**config.mk**
```make
export PLATFORM = sky130hd
export DESIGN_NAME = pl_dmem_arbiter
export DESIGN_NICKNAME = d
export VERILOG_FILES = /design/src/rtl/pl_dmem_pkg.sv /design/src/rtl/pl_dmem_starve_ctr.sv /design/src/rtl/pl_dmem_arbiter.sv
export SDC_FILE = /design/constraint.sdc
export NUM_CORES = 1
export LEC_CHECK = 0
export CAP_MARGIN = 20
export CORE_MARGIN = 8
export CORE_UTILIZATION = 27
export DETAILED_ROUTE_END_ITERATION = 6
export PLACE_DENSITY_LB_ADDON = 0.15
export SLEW_MARGIN = 5
export SYNTH_ARGS = -nofsm -noshare
export SYNTH_HDL_FRONTEND = slang
export SYNTH_SLANG_ARGS = --single-unit
```
**constraint.sdc**
```tcl
create_clock -name clock -period 1.2 [get_ports clock]
set_input_delay 0.12 -clock clock [delete_from_list [all_inputs] [get_ports clock]]
set_output_delay 0.12 -clock clock [all_outputs]
set_load 0.02 [all_outputs]
```
**src/rtl/pl_dmem_pkg.sv**
```systemverilog
// pl_dmem_pkg -- shared types and constants for the MEM-stage data RAM arbiter.
//   arb_state_e : arbiter state (S_CPU normal CPU priority, S_FORCE one forced DMA slot)
//   mem_req_t   : one requester's view of a RAM access (write enable, byte address, data)
//   DATA_W      : data/address bus width
//   WAIT_W      : width of the DMA starvation wait counter
package pl_dmem_pkg;

  localparam int DATA_W = 32;
  localparam int WAIT_W = 4;

  typedef enum logic {
    S_CPU   = 1'b0,
    S_FORCE = 1'b1
  } arb_state_e;

  typedef struct packed {
    logic              we;
    logic [DATA_W-1:0] addr;
    logic [DATA_W-1:0] wdata;
  } mem_req_t;

endpackage

```
**src/rtl/pl_dmem_starve_ctr.sv**
```systemverilog
// pl_dmem_starve_ctr -- saturating count of consecutive cycles the DMA port was
// requesting but not granted. Clears on any cycle the DMA is not blocked.
//   clk_i     : clock
//   rst_i     : synchronous active-high reset
//   blocked_i : DMA requesting and not granted this cycle
//   hit_o     : counter currently equals MAX_WAIT-1 (one more blocked cycle
//               reaches the bound)
module pl_dmem_starve_ctr
  import pl_dmem_pkg::*;
#(
  parameter int MAX_WAIT = 4
) (
  input  logic clk_i,
  input  logic rst_i,
  input  logic blocked_i,
  output logic hit_o
);

  localparam logic [WAIT_W-1:0] HIT_VAL = WAIT_W'(MAX_WAIT - 1);
  localparam logic [WAIT_W-1:0] SAT_VAL = '1;

  logic [WAIT_W-1:0] cnt_q, cnt_d;

  always_comb begin
    cnt_d = '0;
    if (blocked_i) cnt_d = (cnt_q == SAT_VAL) ? cnt_q : cnt_q + 1'b1;
  end

  always_ff @(posedge clk_i) begin
    if (rst_i) cnt_q <= '0;
    else       cnt_q <= cnt_d;
  end

  assign hit_o = (cnt_q == HIT_VAL);

endmodule

```
**src/rtl/pl_dmem_arbiter.sv**
```systemverilog
// pl_dmem_arbiter -- shares the single-port data RAM between the CPU MEM stage
// (priority) and a DMA/debug loader port, one RAM access per cycle.
//
// Build option: PL_DMEM_ARB_STARVE_EN
//   defined   : bounded-wait guard; after MAX_WAIT consecutive blocked DMA
//               cycles the next cycle is a forced DMA slot and the CPU stalls.
//   undefined : strict CPU priority, c_stall tied low, MAX_WAIT unused.
//
// Ports:
//   clock, reset           : clock, synchronous active-high reset
//   c_req/c_we/c_addr/c_wdata, c_rdata, c_stall : CPU MEM-stage access
//   d_req/d_we/d_addr/d_wdata, d_gnt, d_rvalid, d_rdata : DMA access
//   ram_we/ram_addr/ram_wdata, ram_rdata : RAM side (RAM on inverted clock,
//                                           read data valid same cycle)
module pl_dmem_arbiter
  import pl_dmem_pkg::*;
#(
  parameter int ADDR_W   = 5,
  parameter int MAX_WAIT = 4
) (
  input  logic              clock,
  input  logic              reset,
  input  logic              c_req,
  input  logic              c_we,
  input  logic [DATA_W-1:0] c_addr,
  input  logic [DATA_W-1:0] c_wdata,
  output logic [DATA_W-1:0] c_rdata,
  output logic              c_stall,
  input  logic              d_req,
  input  logic              d_we,
  input  logic [DATA_W-1:0] d_addr,
  input  logic [DATA_W-1:0] d_wdata,
  output logic              d_gnt,
  output logic              d_rvalid,
  output logic [DATA_W-1:0] d_rdata,
  output logic              ram_we,
  output logic [ADDR_W-1:0] ram_addr,
  output logic [DATA_W-1:0] ram_wdata,
  input  logic [DATA_W-1:0] ram_rdata
);

  mem_req_t cpu_r, dma_r, own_r;
  logic     force_slot;
  logic     cpu_own, dma_own;
  logic              d_rvalid_q;
  logic [DATA_W-1:0] d_rdata_q;

  assign cpu_r = '{we: c_we, addr: c_addr, wdata: c_wdata};
  assign dma_r = '{we: d_we, addr: d_addr, wdata: d_wdata};

  // Grant: a forced slot only matters while the DMA is actually requesting;
  // otherwise behave as plain CPU priority.
  always_comb begin
    cpu_own = 1'b0;
    dma_own = 1'b0;
    if (force_slot && d_req) dma_own = 1'b1;
    else if (c_req)          cpu_own = 1'b1;
    else if (d_req)          dma_own = 1'b1;
  end

  assign d_gnt   = dma_own;
  assign c_stall = force_slot & d_req & c_req;

  // With no owner the CPU values stay on the bus so an idle RAM read still
  // tracks the MEM stage; only the write enable is suppressed.
  always_comb begin
    own_r = cpu_r;
    if (dma_own) own_r = dma_r;
    if (!cpu_own && !dma_own) own_r.we = 1'b0;
  end

  assign ram_we    = own_r.we;
  assign ram_addr  = own_r.addr[ADDR_W+1:2];
  assign ram_wdata = own_r.wdata;
  assign c_rdata   = ram_rdata;

`ifdef PL_DMEM_ARB_STARVE_EN
  arb_state_e state_q, state_d;
  logic       hit;
  logic       blocked;

  assign blocked    = d_req & ~dma_own;
  assign force_slot = (state_q == S_FORCE);

  pl_dmem_starve_ctr #(
    .MAX_WAIT (MAX_WAIT)
  ) u_starve_ctr (
    .clk_i     (clock),
    .rst_i     (reset),
    .blocked_i (blocked),
    .hit_o     (hit)
  );

  // A forced slot lasts exactly one cycle whether or not the DMA used it.
  always_comb begin
    state_d = S_CPU;
    if (state_q == S_CPU && hit && blocked) state_d = S_FORCE;
  end

  always_ff @(posedge clock) begin
    if (reset) state_q <= S_CPU;
    else       state_q <= state_d;
  end
`else
  localparam int UNUSED_MAX_WAIT = MAX_WAIT;
  assign force_slot = 1'b0;
`endif

  // DMA read data is captured at the end of the grant cycle and held.
  always_ff @(posedge clock) begin
    if (reset) begin
      d_rvalid_q <= 1'b0;
      d_rdata_q  <= '0;
    end else begin
      d_rvalid_q <= dma_own & ~d_we;
      if (dma_own && !d_we) d_rdata_q <= ram_rdata;
    end
  end

  assign d_rvalid = d_rvalid_q;
  assign d_rdata  = d_rdata_q;

  // Byte offset and high address bits are deliberately ignored (wrap).
  logic unused_addr_bits;
  assign unused_addr_bits = ^{c_addr[DATA_W-1:ADDR_W+2], c_addr[1:0],
                              d_addr[DATA_W-1:ADDR_W+2], d_addr[1:0]};

endmodule

```
==> impl_metrics.tcl <==
set metrics [dict create \
    postCtsHoldBufs 0 \
    drt_iter0_markers 50 \
    critPathMaxFanout 7 \
    powerDensity_nw_per_um2 796 \
    startpoint_type "input pin" \
    use_met3_pct 5.88 \
    synth.distinct_cells 15 \
    dp_cells 527 \
    grt_max_degree 47 \
    use_met1_pct 15.7 \
    cts_tree "done" \
    grt.overflow.total 0 \
    port_buffers 215 \
    slowest_delay_ns 0.30 \
    path_class "input pin to output pin" \
    post-route-period-util_pct 107 \
    io_pins 271 \
    status "finished, violations left" \
    p_leak_nw 2.15 \
    drt-pass1-iter-count 4 \
    failed_checks "setup timing" \
    path_common_cell "buf_6" \
    fin_nets 605 \
    antenna_found_initial 0 \
    ir_worst_vdd_uv 482 \
    die_area_um2 11400 \
    top_usage_layer "met2" \
    gp_congestion 0.918 \
    die_x_um 107 \
    drt-wirelength-per-cell_um 18.8 \
    synth.avg_cell_area_um2 10.1 \
    reg2reg_from "d_rdata[31]" \
    swShare_pct 27.8 \
    hold_viol_final 0 \
    period_needed_ns 1.29 \
    dieHeight_um 107 \
    power.switching_mw 1.04 \
    row_count 33 \
    ant_nets 0 \
    setup_viol 20 \
    start_util_pct 27.4 \
    pwr-share-comb_pct 40.2 \
    syn_nets 386 \
    cts_buffer_depth 2 \
    use_met2_pct 34.4 \
    finalWorstSetupSlack_ns -0.0863 \
    critPathSlowestCell "mux2_4" \
    totalPowerFinal_mw 3.74 \
    syn-cell-area_um2 2230 \
    grt_pass1_vias 2571 \
    stdcell_count 545 \
    synthToLayoutAreaGrowth_pct 111 \
    num-fill-cells 742 \
    drv_cap 0 \
    multi_input_area_um2 1240 \
    yosysSeqAreaShare_pct 29.6 \
    fin_skew_ns 0 \
    drt-vias-per-instance 4.21 \
    cts.sinks 33 \
    r2r_end "d_rdata[31]" \
    ys_warn_count 0 \
    path_clk_slew_ns 0.08 \
    drcViolationCount 0 \
    grt_pass1_wl_mm 15.0 \
    grt_setup_unrepaired "yes" \
    seq_area_um2 661 \
    grt_usage_pct 17.3 \
    crit_start "c_req" \
    power_frac_clock_pct 29.1 \
    fmax_ghz 0.777 \
    cp_data_required_time_ns 1.08 \
    whs_ns 0.309 \
    internal_power_mw 2.70 \
    vias 2297 \
    ys_ff_latch 33 \
    cts-buffers-inserted 5 \
    core_um2 8130 \
    final_layout_size_suffix_gt1_share_pct 29.8 \
    path_cells "buf_6, nand2b_4, buf_6, buf_12, buf_16, mux2_4, buf_6" \
    fin_util_pct 57.8 \
    rr_worst_depth 2 \
    root_buffer "clkbuf_8" \
    hold_class "input pin to register" \
    cp-endpoint "ram_wdata[30]" \
    reg2reg_setup_slack_ns 0.62 \
    worstPathArrival_ns 1.17 \
    dp_hpwl_mm 8.43 \
    place_ws_ns -0.770 \
    syn_inst 220 \
    num_antenna_cells 0 \
    wl_mm 10.3 \
    endpoint_kind "output pin" \
    power_frac_seq_pct 30.7 \
    slew_viol_final 0 \
    clkLatencyLatePin_ns 0.28 \
    ctsHtreeMaxLevel 2 \
]
==> cell usage after synthesis (all sizes together) <==
library cell | number | area share [%]
conb | 1 | 0.17
a22o | 1 | 0.39
inv | 1 | 0.17
clkbuf | 7 | 1.2
nor3b | 1 | 0.56
buf | 41 | 15
dfxtp | 33 | 30
nand2b | 65 | 19
nor3 | 1 | 0.22
mux2i | 32 | 14
mux2 | 37 | 20
==> through the flow <==
stage	cell area (um^2)	TNS, ns
global route	4700	-1.35
global placement	4470	-43.18
floorplan	2230	0
detailed placement	4470	-43.58
finish	4700	-0.816
CTS	4670	-2.02
==> final cells by class <==
| class | count | share of cell area, % |
|---|---|---|
| timing repair buffer | 260 | 54.2 |
| multi-input combinational | 138 | 26.4 |
| sequential | 33 | 14.0 |
| tap | 105 | 2.79 |
| clock inverter | 1 | 0.638 |
| clock buffer | 7 | 1.84 |
| inverter | 1 | 0.0798 |
==> worst min-delay path by stage <==
stage	start	slack [ns]	end	depth (start not counted)
floorplan	d_we	0.20	d_rvalid	1
global placement	d_rdata[26]	0.46	d_rdata[26]	2
detailed placement	d_rdata[17]	0.46	d_rdata[17]	2
CTS	d_we	0.29	d_rvalid	3
global route	d_we	0.34	d_rvalid	3
finish	d_we	0.31	d_rvalid	3
==> kinds of logic after synthesis <==
family                 count (synthesis)  share of synthesized area, %
AO/OA/AOI/OAI                          1                         0.392
flip-flops                            33                          29.6
multiplexers                          69                          34.4
AND/OR/NAND/NOR                       67                          19.3
other                                  1                         0.168
buffers and inverters                 49                          16.1
==> registers in the layout (all words and copies together), names as in the netlist <==
signal	flops
d_rdata	32
d_rvalid	1
==> critical path, delay by kind of cell <==
family | cells | cell delay, ns
buffers and inverters | 5 | 0.60
and+or+nand+nor | 1 | 0.14
muxes | 1 | 0.30
==> power groups by stage <==
stage	combinational, mW	sequential (mW)	clock [mW]
final	1.50	1.15	1.09
after global routing	1.58	1.15	1.19
after CTS	1.50	1.15	1.14
after detailed placement	1.48	1.18	0
after global placement	1.47	1.18	0
after floorplan	0.605	1.22	0
==> repair_timing <==
action                                  CTS  global route
hold endpoints to repair                  0             0
buffers inserted                          8             1
endpoints found under the setup margin  136            35
gates cloned                              4             0
resized for setup                       272            19
==> layer usage <==
metal,wire (um),up-vias
met5,0,-
met4,175,0
met3,916,11
met2,5700,124
met1,3460,1030
li1,-,1132
==> cells in the final DEF, fill, tap and decap left out <==
cell type        instances
clkbuf_8                 6
buf_12                   5
dlygate4sd2_1           67
a22o_1                   1
dfxtp_1                 33
clkdlybuf4s50_1        108
clkbuf_1                 1
mux2_2                  23
mux2i_1                 32
mux2_4                  14
nand2b_1                64
inv_1                    1
bufinv_16                1
nor3_1                   1
buf_4                   36
nor3b_4                  1
buf_16                   3
buf_6                   36
nand2b_4                 1
conb_1                   1
buf_2                    5
Note: power is estimated with default switching activity, not from simulation.
